**src/rtl/power_stat_pkg.sv**
```systemverilog
// Shared types and constants for the power statistics monitor.
package power_stat_pkg;

  localparam int unsigned DEF_DATA_W = 16;
  localparam int unsigned LED_BAR_W  = 7;

  typedef enum logic {
    NORMAL = 1'b0,
    ALARM  = 1'b1
  } alert_state_e;

endpackage

```
**src/rtl/power_sample_ring.sv**
```systemverilog
// Sample ring buffer: synchronous write, combinational read of the slot about to be overwritten.
module power_sample_ring #(
  parameter int unsigned DATA_W     = 16,
  parameter int unsigned LOG2_DEPTH = 3
) (
  input  logic              clk_i,
  input  logic              rst_i,
  input  logic              wr_en_i,
  input  logic [DATA_W-1:0] wr_data_i,
  output logic [DATA_W-1:0] old_data_c_o
);

  localparam int unsigned DEPTH = 1 << LOG2_DEPTH;

  logic [DATA_W-1:0]     mem_q [DEPTH];
  logic [LOG2_DEPTH-1:0] wr_ptr_q;
  logic [LOG2_DEPTH-1:0] wr_ptr_d;

  assign wr_ptr_d     = wr_en_i ? wr_ptr_q + LOG2_DEPTH'(1) : wr_ptr_q;
  assign old_data_c_o = mem_q[wr_ptr_q];

  always_ff @(posedge clk_i or posedge rst_i) begin
    if (rst_i) begin
      wr_ptr_q <= '0;
    end else begin
      wr_ptr_q <= wr_ptr_d;
    end
  end

  // Storage is deliberately unreset; fill gating in the consumer masks stale slots.
  always_ff @(posedge clk_i) begin
    if (wr_en_i) begin
      mem_q[wr_ptr_q] <= wr_data_i;
    end
  end

endmodule

```
**src/rtl/power_stat_monitor.sv**
```systemverilog
// Moving average, hysteresis alert and LED bar graph for power-monitor readings.
// Optional peak-hold with timed decay is enabled by defining PWR_PEAK_HOLD_EN.
module power_stat_monitor
  import power_stat_pkg::*;
#(
  parameter int unsigned DATA_W      = DEF_DATA_W,
  parameter int unsigned LOG2_DEPTH  = 3,
  parameter int unsigned HOLD_CYCLES = 50_000_000
) (
  input  logic              CLK_50,
  input  logic              RESET,
  input  logic              SAMPLE_VALID,
  input  logic [DATA_W-1:0] SAMPLE,
  input  logic [DATA_W-1:0] ALERT_HI,
  input  logic [DATA_W-1:0] ALERT_LO,
  output logic [DATA_W-1:0] AVG,
  output logic              AVG_VALID,
  output logic [DATA_W-1:0] PEAK,
  output logic              ALERT,
  output logic [7:0]        LED
);

  localparam int unsigned SUM_W  = DATA_W + LOG2_DEPTH;
  localparam int unsigned FILL_W = LOG2_DEPTH + 1;
  localparam int unsigned DEPTH  = 1 << LOG2_DEPTH;
  localparam logic [FILL_W-1:0] FILL_MAX = FILL_W'(DEPTH);

  if (LOG2_DEPTH < 1 || LOG2_DEPTH > 6 || HOLD_CYCLES < 1 || DATA_W < 3) begin : g_cfg_err
    $error("power_stat_monitor: unsupported parameter set");
  end

  logic [DATA_W-1:0] old_data;
  logic [SUM_W-1:0]  sum_q, sum_d;
  logic [FILL_W-1:0] fill_q, fill_d;
  logic [DATA_W-1:0] avg_q, avg_d;
  logic              avg_valid_q, avg_valid_d;
  alert_state_e      state_q, state_d;
  logic [7:0]        led_q, led_d;
  logic [2:0]        bar_k;
  logic              full;

  power_sample_ring #(
    .DATA_W     (DATA_W),
    .LOG2_DEPTH (LOG2_DEPTH)
  ) u_ring (
    .clk_i        (CLK_50),
    .rst_i        (RESET),
    .wr_en_i      (SAMPLE_VALID),
    .wr_data_i    (SAMPLE),
    .old_data_c_o (old_data)
  );

  assign full  = (fill_q == FILL_MAX);
  assign bar_k = avg_q[DATA_W-1 -: 3];

  // Running sum, fill level and average pipeline.
  always_comb begin
    sum_d       = sum_q;
    fill_d      = fill_q;
    avg_d       = sum_q[SUM_W-1:LOG2_DEPTH];
    avg_valid_d = full;
    if (SAMPLE_VALID) begin
      sum_d = sum_q + SUM_W'(SAMPLE) - (full ? SUM_W'(old_data) : '0);
      if (!full) begin
        fill_d = fill_q + FILL_W'(1);
      end
    end
  end

  // Alert FSM next state and LED image.
  always_comb begin
    state_d = state_q;
    led_d   = 8'hFF;
    case (state_q)
      NORMAL: if (avg_valid_q && (avg_q > ALERT_HI)) state_d = ALARM;
      ALARM:  if (avg_q < ALERT_LO)                  state_d = NORMAL;
      default: state_d = NORMAL;
    endcase
    for (int unsigned i = 0; i < LED_BAR_W; i++) begin
      led_d[i] = ~(avg_valid_q && (3'(i) < bar_k));
    end
    led_d[7] = ~(state_d == ALARM);
  end

  always_ff @(posedge CLK_50 or posedge RESET) begin
    if (RESET) begin
      sum_q       <= '0;
      fill_q      <= '0;
      avg_q       <= '0;
      avg_valid_q <= 1'b0;
      state_q     <= NORMAL;
      led_q       <= 8'hFF;
    end else begin
      sum_q       <= sum_d;
      fill_q      <= fill_d;
      avg_q       <= avg_d;
      avg_valid_q <= avg_valid_d;
      state_q     <= state_d;
      led_q       <= led_d;
    end
  end

`ifdef PWR_PEAK_HOLD_EN
  localparam int unsigned CNT_W = (HOLD_CYCLES > 1) ? $clog2(HOLD_CYCLES) : 1;
  localparam logic [CNT_W-1:0] HOLD_RELOAD = CNT_W'(HOLD_CYCLES - 1);

  logic [DATA_W-1:0] peak_q, peak_d;
  logic [CNT_W-1:0]  hold_cnt_q, hold_cnt_d;

  // A new maximum wins over decay even in the expiry cycle.
  always_comb begin
    peak_d     = peak_q;
    hold_cnt_d = hold_cnt_q;
    if (SAMPLE_VALID && (SAMPLE > peak_q)) begin
      peak_d     = SAMPLE;
      hold_cnt_d = HOLD_RELOAD;
    end else if (hold_cnt_q == '0) begin
      peak_d     = avg_q;
      hold_cnt_d = HOLD_RELOAD;
    end else begin
      hold_cnt_d = hold_cnt_q - CNT_W'(1);
    end
  end

  always_ff @(posedge CLK_50 or posedge RESET) begin
    if (RESET) begin
      peak_q     <= '0;
      hold_cnt_q <= '0;
    end else begin
      peak_q     <= peak_d;
      hold_cnt_q <= hold_cnt_d;
    end
  end

  assign PEAK = peak_q;
`else
  assign PEAK = '0;
`endif

  assign AVG       = avg_q;
  assign AVG_VALID = avg_valid_q;
  assign ALERT     = (state_q == ALARM);
  assign LED       = led_q;

endmodule

```
**config.mk**
```make
export PLATFORM = sky130hd
export DESIGN_NAME = power_stat_monitor
export DESIGN_NICKNAME = d
export VERILOG_FILES = /design/src/rtl/power_stat_pkg.sv /design/src/rtl/power_sample_ring.sv /design/src/rtl/power_stat_monitor.sv
export SDC_FILE = /design/constraint.sdc
export NUM_CORES = 1
export LEC_CHECK = 0
export CAP_MARGIN = 15
export CORE_MARGIN = 8
export CORE_UTILIZATION = 60
export CTS_CLUSTER_DIAMETER = 30
export DETAILED_ROUTE_END_ITERATION = 16
export PLACE_DENSITY = 0.84
export SYNTH_ARGS = -nofsm -noshare
export SYNTH_HDL_FRONTEND = slang
export SYNTH_SLANG_ARGS = --single-unit
```
**constraint.sdc**
```tcl
create_clock -name CLK_50 -period 8.2 [get_ports CLK_50]
set_input_delay 2.05 -clock CLK_50 [delete_from_list [all_inputs] [get_ports CLK_50]]
set_output_delay 2.05 -clock CLK_50 [all_outputs]
set_load 0.02 [all_outputs]
```
Word-level counts from Yosys, hierarchy flattened
Memories as Yosys holds them, arrays and structs flattened.
Index checks and enable logic that the tools add are counted.
{"block": "classes", "n_addsub": 4, "n_lt_le_gt_ge": 9, "eq_ne": 1, "n_mux": 6, "n_bitwise": 10, "n_reduce_logical": 9}
{"op": "$add 19x16->19", "count": 1}
{"op": "$sub 19x16->19", "count": 1}
{"op": "$gt 16x16->1", "count": 1}
{"op": "$lt 16x16->1", "count": 1}
{"op": "$mux 16", "count": 1}
{"op": "$not 1->1", "count": 10}
{"op": "$lt 3x3->1 const A", "count": 3}
{"op": "$logic_and 1x1->1", "count": 8}
{"op": "$lt 1x3->1 const A", "count": 2}
{"op": "$lt 2x3->1 const A", "count": 2}
{"op": "$add 4x1->4 const B", "count": 1}
{"op": "$eq 4x4->1 const B", "count": 1}
{"op": "$mux 1", "count": 4}
{"op": "$add 3x1->3 const B", "count": 1}
{"op": "$pmux 1 s2", "count": 1}
{"op": "$reduce_and 2->1", "count": 1}
{"block": "totals", "register_bits": 52, "ramBits": 128, "in_bits": 51, "out_inout_bits": 42, "elab_cells": 47, "memories": 1}
{"memory": "u_ring.mem_q", "depth": 8, "width": 16, "rd": 1, "rd_clocked_by_memory_dff": 0, "write_ports": 1, "line_no": "power_sample_ring.sv:15", "rtl": "logic [DATA_W-1:0] mem_q [DEPTH];"}

Logic depth before layout (Yosys ltp)
{"block": "depth", "depth_word": 5, "depth_mapped": 15, "depth_no_buf": 14}

Cells and area by module
A second synthesis with hierarchy kept.
{"block": "unflattened", "hier_cells": 667, "area_unflattened_um2": 9237.6}
{"mod": "power_sample_ring", "instances": 1, "cells_each": 208, "area_each_um2": 5119.9, "seq_area_each_um2": 3918.8}
{"mod": "power_stat_monitor", "instances": 1, "cells_each": 459, "area_each_um2": 4117.7, "seq_area_each_um2": 1236.2}

Least setup slack after synthesis
OpenSTA, ideal clock, no wires.
{"block": "synth_path", "path_kind": "input-to-reg", "start": "in SAMPLE[1]", "end": "reg sum_q[18]", "setup_time_ns": 0.079, "arrival_ns": 4.378, "required_ns": 8.121, "path_slack_ns": 3.742, "cell_stages": 10, "n_path_buf": 0, "cell_sequence": "inv_1 > fa_1 > inv_1 > fa_1 > a21oi_2 > o211ai_1 > a221o_2 > o31ai_2 > mux2i_1 > xor2_1"}
{"block": "synth_via", "elab_chain_len": 2}
{"item": "from (decl)", "line_no": "power_stat_monitor.sv:13", "rtl": "input logic [DATA_W-1:0] SAMPLE,"}
{"item": "$add 19x16->19", "line_no": "power_stat_monitor.sv:63", "rtl": "sum_d = sum_q + SUM_W'(SAMPLE) - (full ? SUM_W'(old_data) : '0);"}
{"item": "$sub 19x16->19", "line_no": "power_stat_monitor.sv:63"}
{"item": "to (signal assigned)", "line_no": "power_stat_monitor.sv:94", "rtl": "sum_q <= sum_d;"}
{"item": "to (decl)", "line_no": "power_stat_monitor.sv:33", "rtl": "logic [SUM_W-1:0] sum_q, sum_d;"}
Every way passes these cells.
A chain may end at the register's enable or synchronous reset.

Worst setup path in the final report
Ends and elaborated chain as after synthesis.

==> results.cfg <==
[run]
max_cap_violations = 0

[worst_setup_path]
required_ns = 8.55
crit_fanout = 9
path_class = in2reg
crit_path_end_kind = flop
arrival_ns = 5.25
rr_worst_depth = 13
worst_setup_path_start_kind = input port

[synth]
ys_ff_latch = 180
yosysSeqAreaShare = 0.573
synthTopCellsByCount = edfxtp_1, inv_1, ha_1
synth_cell_types = 57
synth_ff_type = edfxtp_1
postSynthCellCount = 660
synthesis.area_um2 = 8990
syn_area_per_cell_um2 = 13.6
synthArstFlopShare = 0.289
synth.most_common_cell = edfxtp_1
ys_warn_count = 0
synthTopCellsByArea = edfxtp_1, dfrtp_1, mux4_2, ha_1, inv_1
synth_top_area_cell = edfxtp_1
synth_top_area_frac = 0.428
synth_edf_count = 128

[sta]
fmax_ghz = 0.204
setup_tns_ns = 0
rsz0062_at_grt = false
period_share = 0.598
finClkSkew_ns = 0.00868
period_minus_slack_ns = 4.91
tightest_slew_ns = 1.17
hold_violations = 0
slew_headroom = 0.218
slew_viol_final = 0
setup_viol = 0

[global_route]
grt_usage = 0.198
grt_max_degree = 53
overflow = 0
antenna_found_initial = 0
grt_pass1_wl_um = 29700
first_global_vias = 5625

[floorplan]
core_area_um2 = 14600
num_io_pins = 93
dieArea_um2 = 19200
die_h_um = 138
die_w_um = 138
initial_utilization = 0.616
row_count = 44

[place]
port_buffers = 76
gp_congestion = 0.874
dp_hpwl_um = 12600

[clocking]
cts_tree = done
cts-hold-fix-buffers = 0
htree_levels = 4
path_clk_slew_ns = 0.06
cts_resized = 0
numCtsBuffers = 17
clk_path_buf_depth = 2
post-cts-setup-buffers = 0
clockRootBuffer = clkbuf_16
clock_latency_ns = 0.42
cts.sinks = 180

[final_layout]
antenna_cells = 0
syn2layout_area_growth_pct = 16.6
nNetsFinal = 858
fin_util = 0.719
layout-drive-gt1-share = 0.120

[drt]
via_per_inst = 5.90
vias = 5514
drc = 0
first_pass_iters = 5
routedWlPerCell_um = 20.0
drt_iter0_markers = 449
antenna_left = 0
finalWirelength_um = 18700

[power]
vdd_drop_max_mv = 0.220
power_leakage_uw = 0.00429
p_per_area_nw_per_um2 = 384

[status]
outcome = completed

[min_path]
whs_path_depth = 0
hp-class = reg2reg
[kinds of logic (layout without fill, tap and decap cells)]
| kind of cell | count (synthesis) | count (layout) | share of synthesized area |
|---|---|---|---|
| simple gates | 111 | 111 | 0.0621 |
| compound gates | 98 | 98 | 0.0735 |
| buf+inv | 134 | 210 | 0.0636 |
| fa+ha+maj | 69 | 69 | 0.109 |
| xor+xnor | 15 | 15 | 0.0146 |
| mux | 52 | 52 | 0.103 |
| other cells | 1 | 16 | 0.000417 |
| flops | 180 | 180 | 0.573 |
[final timing paths]
kind,startpoint,endpoint,slack [ns]
max,SAMPLE[1],sum_q[18],3.29
min,sum_q[14],AVG[11],0.38
max reg2reg,u_ring.wr_ptr_q[0],sum_q[18],3.94
min reg2reg,sum_q[14],AVG[11],0.38
max in group asynchronous,RESET,u_ring.wr_ptr_q[0],5.59
min in group asynchronous,RESET,sum_q[0],2.14
[metal layers]
metal | vias up | routed length (um) | GRT usage
met5 | - | 0 | 0
met1 | 2721 | 7670 | 0.241
li1 | 2517 | - | -
met4 | 0 | 439 | 0.0721
met2 | 241 | 9180 | 0.332
met3 | 35 | 1400 | 0.0562
[power breakdown]
group | leakage, uW | total, uW | switching, uW | internal [uW]
Combinational | 0.00223 | 1900 | 1060 | 842
Sequential | 0.00178 | 1340 | 134 | 1200
Clock | 0.000281 | 795 | 318 | 477
[state kept, by name, summed over array words and instances (netlist names)]
name	cells
ALERT	1
AVG	16
AVG_VALID	1
LED	8
fill_q	4
sum_q	19
u_ring.mem_q	128
u_ring.wr_ptr_q	3
[through the flow]
| step | instance area (um2) | total power, uW | hold WS [ns] | cells | setup WS [ns] |
|---|---|---|---|---|---|
| 2_1_floorplan | 9050 | 2690 | 0.354 | 675 | 3.74 |
| 3_3_place_gp | 9910 | 3130 | 0.362 | 903 | 2.93 |
| 3_5_place_dp | 9910 | 3220 | 0.374 | 903 | 2.85 |
| 4_1_cts | 10500 | 4040 | 0.387 | 935 | 3.30 |
| 5_1_grt | 10500 | 4270 | 0.392 | 935 | 3.04 |
| 6_report | 10500 | 4030 | 0.379 | 935 | 3.29 |
[cells in the final DEF, fill, tap and decap left out, types with 17 or more instances in the layout]
cell type / count
a21oi_1: 22
nor2_1: 23
dfrtp_1: 43
inv_1: 96
nand2_1: 30
o21ai_0: 17
a21o_1: 19
ha_1: 53
mux4_2: 32
edfxtp_1: 128
clkbuf_16: 17
clkdlybuf4s50_1: 76
[critical path: stages]
cell and delay [ns]:
clkdlybuf4s50_1 0.61, inv_1 0.10, fa_1 0.55, inv_1 0.07, fa_1 0.47, a21oi_2 0.19
o211ai_1 0.13, a221o_2 0.43, o31ai_2 0.23, mux2i_1 0.26, xor2_1 0.16
[final cells by class]
cell class / count / area (um2)
Clock buffer: 22 / 444
Clock inverter: 10 / 134
Fill cell: 916 / 4110
Inverter: 97 / 364
Multi-Input combinational cell: 361 / 3360
Sequential cell: 180 / 5160
Tap cell: 184 / 230
Timing Repair Buffer: 81 / 798
No activity file was read; power rests on OpenSTA's default activity.
==> variant 1, RTL diff (config.mk and constraints unchanged) <==
Add a define of `PWR_PEAK_HOLD_EN`.
--- a/src/rtl/power_stat_monitor.sv
+++ b/src/rtl/power_stat_monitor.sv
@@ -1,5 +1,7 @@
 // Moving average, hysteresis alert and LED bar graph for power-monitor readings.
 // Optional peak-hold with timed decay is enabled by defining PWR_PEAK_HOLD_EN.
+`define PWR_PEAK_HOLD_EN
+
 module power_stat_monitor
   import power_stat_pkg::*;
 #(
Function: changed (a bounded check fails within 4 cycles, from zero or initial values and one cycle with RESET high).
==> variant 1 against the unedited design <==
- wire length up 56%
- critical path type unchanged
- synthesized area up 26%
- sequential power up 29%
- highest routed layer unchanged
- power up 45%
- sequential cell count up 42
- largest cell class unchanged
- design area up 34%
- critical endpoint is now hold_cnt_q[9]
- worst setup slack worse by 460 ps
==> variant 1: results (changes against the unedited design) <==
status finished, final reports clean (unchanged); Via Count 8030 (was 5514); count of non-CTS buffers in the layout 108 (was 81); Final nets 1169 (was 858); htree depth 2 (was 4); synth top area cells edfxtp_1, dfrtp_1, ha_1 (was edfxtp_1, dfrtp_1, mux4_2); Hold WS 373 ps (was 379 ps); post-synthesis compound-gate area fraction 0.0775 (was 0.0735); Post-Place Cell Area 0.0126 mm2 (was 0.00991 mm2); largest net degree at the start of global routing 58 (was 53); clock skew 18.5 ps (was 8.68 ps); logic gate share of total power 0.401 (was 0.471); met3 routed WL 2.66 mm (was 1.40 mm); gr usage total 0.247 (was 0.198); Clock Power Share 0.303 (was 0.197); Reg2Reg Setup Slack 3450 ps (was 3940 ps); seq_cells 222 (was 180); M1 wire length 11.4 mm (was 7.67 mm); number of global-route vias before repair 8372 (was 5625); combinational power 2.34 mW (was 1.90 mW); comb_multi_in 529 (was 361); mux contribution to synthesized area 0.0982 (was 0.103); post-synthesis sequential area ratio 0.547 (was 0.573); fraction of layout instances using a drive strength above 1 0.142 (was 0.120); hold path start sum_q[8] (was sum_q[14]); WHS Endpoint AVG[5] (was AVG[11]); met1 GRT Util 0.314 (was 0.241); FF/Latch Area 0.00621 mm2 (was 0.00516 mm2); GR Layer Usage met2 0.399 (was 0.332); power density cells 415 mW/mm2 (was 384 mW/mm2); hpwl dp 18.6 mm (was 12.6 mm)
-- variant 1: cell types whose count changed after synthesis, sizes merged, moves of 16 or more --
cell / delta
dfrtp: +42
nand3: +20
ha: +17
mux2i: +21
xnor2: +16
nand2: +18
inv: +30
nor3: +17
o21ai: +24
-- variant 1: how the worst max path moves through the flow --
stage,slack [ps],to,cells after the start,from
6_report,2840,hold_cnt_q[9],9,SAMPLE[11]
5_1_grt,2780,PEAK[11],9,SAMPLE[11]
4_1_cts,2980,hold_cnt_q[9],9,SAMPLE[11]
3_5_place_dp,2520,hold_cnt_q[10],9,SAMPLE[11]
3_3_place_gp,2590,hold_cnt_q[18],9,SAMPLE[11]
2_1_floorplan,3710,ALERT,1,RESET
-- variant 1: critical path, cell delays in order --
cell             delay, ps
clkdlybuf4s50_1        650
ha_1                   450
nand4_1                200
or4_1                  630
a21o_1                 210
o2111ai_2              410
and2_0                 640
buf_4                  370
nor3_1                 100
==> variant 2, RTL diff (config.mk and constraints unchanged) <==
Without the edit above. Take the reset off `sum_q` and load it in a clocked block of its own.
--- a/src/rtl/power_stat_monitor.sv
+++ b/src/rtl/power_stat_monitor.sv
@@ -84,20 +84,22 @@
 
   always_ff @(posedge CLK_50 or posedge RESET) begin
     if (RESET) begin
-      sum_q       <= '0;
       fill_q      <= '0;
       avg_q       <= '0;
       avg_valid_q <= 1'b0;
       state_q     <= NORMAL;
       led_q       <= 8'hFF;
     end else begin
-      sum_q       <= sum_d;
       fill_q      <= fill_d;
       avg_q       <= avg_d;
       avg_valid_q <= avg_valid_d;
       state_q     <= state_d;
       led_q       <= led_d;
     end
+  end
+
+  always_ff @(posedge CLK_50) begin
+    sum_q <= sum_d;
   end
 
 `ifdef PWR_PEAK_HOLD_EN
Function: changed (Yosys sat finds a counterexample within 4 cycles, from zero or initial values and one cycle with RESET high).
==> variant 2 against the unedited design <==
- worst setup slack better by 240 ps
- synthesized area down 1.2%
- power up 5.8%
- via count down 6.3%
- count of clock-buffer cells in the layout down 4
- sequential cell count unchanged
- hold slack better by 33 ps
- design area down 0.20%
- wire length down 1.5%
- critical path type unchanged
- sequential share of layout area up 1.0 points
==> variant 2: results (changes against the unedited design) <==
status finished, final reports clean (unchanged); mux contribution to synthesized area 0.102 (was 0.103); Largest stage delay, worst path 650 ps (was 610 ps); Hold WS 412 ps (was 379 ps); post-synthesis compound-gate area fraction 0.0623 (was 0.0735); first-pass GRT wire length 28.9 mm (was 29.7 mm); Via Count 5166 (was 5514); VDD IR max 278 uV (was 220 uV); Clk. pwr 0.893 mW (was 0.795 mW); number of flops mapped to enable cells by yosys 147 (was 128); largest net degree at the start of global routing 36 (was 53); synth top area cells edfxtp_1, mux4_2, ha_1 (was edfxtp_1, dfrtp_1, mux4_2); GRT met3 Usage 0.0492 (was 0.0562); placer congestion estimate 0.899 (was 0.874); number of global-route vias before repair 5553 (was 5625); post-synthesis sequential area ratio 0.591 (was 0.573); Critical Path Fanout Max 9 (unchanged); cell count after placement 864 (was 903); Final nets 819 (was 858); Clock Power Share 0.209 (was 0.197); met3 routed WL 1.37 mm (was 1.40 mm); Total Wirelength 18.4 mm (was 18.7 mm); met2 WL 9.29 mm (was 9.18 mm); Post-Synth Adder-Cell Area 0.111 (was 0.109); gr usage total 0.205 (was 0.198); Max-slew headroom 0.227 (was 0.218); non-filler cells, final 896 (was 935); Seq power 1.45 mW (was 1.34 mW); Synth cell types 56 (was 57); Arr. time, crit path 4850 ps (was 5250 ps); fraction of layout instances using a drive strength above 1 0.147 (was 0.120); met1 GRT Util 0.254 (was 0.241); Port Buf Inserts 76 (unchanged); initial detailed-routing violation count 415 (was 449); pre-CTS worst setup slack 3080 ps (was 2850 ps); sw frac 0.370 (was 0.374); Reg2Reg Setup Slack 3970 ps (was 3940 ps); xor-xnor portion of the synthesized cell area 0.0197 (was 0.0146); M1 wire length 7.35 mm (was 7.67 mm); worst skew pair latency 440 ps (was 420 ps); most frequent cells after synthesis edfxtp_1, inv_1, ha_1, mux4_2 (was edfxtp_1, inv_1, ha_1, dfrtp_1, mux4_2); GR Layer Usage met2 0.342 (was 0.332); clock skew 7.77 ps (was 8.68 ps); Syn Area/Cell 14.4 um2 (was 13.6 um2); hpwl dp 12.7 mm (was 12.6 mm); Async S/R FF share, synth 0.183 (was 0.289); fmax 0.214 GHz (was 0.204 GHz); Leakage Power 4.16 nW (was 4.29 nW)
variant 2: stage by stage:
step                      instance area, um2   util
final                                  10500  0.723
after global placement                  9810  0.677
after CTS                              10500  0.723
after global routing                   10500  0.723
after floorplan                         8940      -
after detailed placement                9810  0.677
variant 2: area by class of cell:
| cell class | count | area (um2) |
|---|---|---|
| Fill cell | 897 | 4020 |
| Timing Repair Buffer | 81 | 798 |
| Inverter | 96 | 360 |
| Clock inverter | 14 | 224 |
| Clock buffer | 18 | 429 |
| Sequential cell | 180 | 5250 |
| Tap cell | 184 | 230 |
| Multi-Input combinational cell | 323 | 3170 |
variant 2: path summary, 6_finish.rpt:
path | startpoint | end | depth (start not counted)
hold / removal | sum_q[14] | AVG[11] | 0
max in group asynchronous | RESET | LED[5] | 3
setup reg to reg | u_ring.wr_ptr_q[2] | sum_q[17] | 13
setup / recovery | SAMPLE[12] | sum_q[17] | 11
hold reg to reg | sum_q[14] | AVG[11] | 0
min in group asynchronous | RESET | AVG[4] | 3
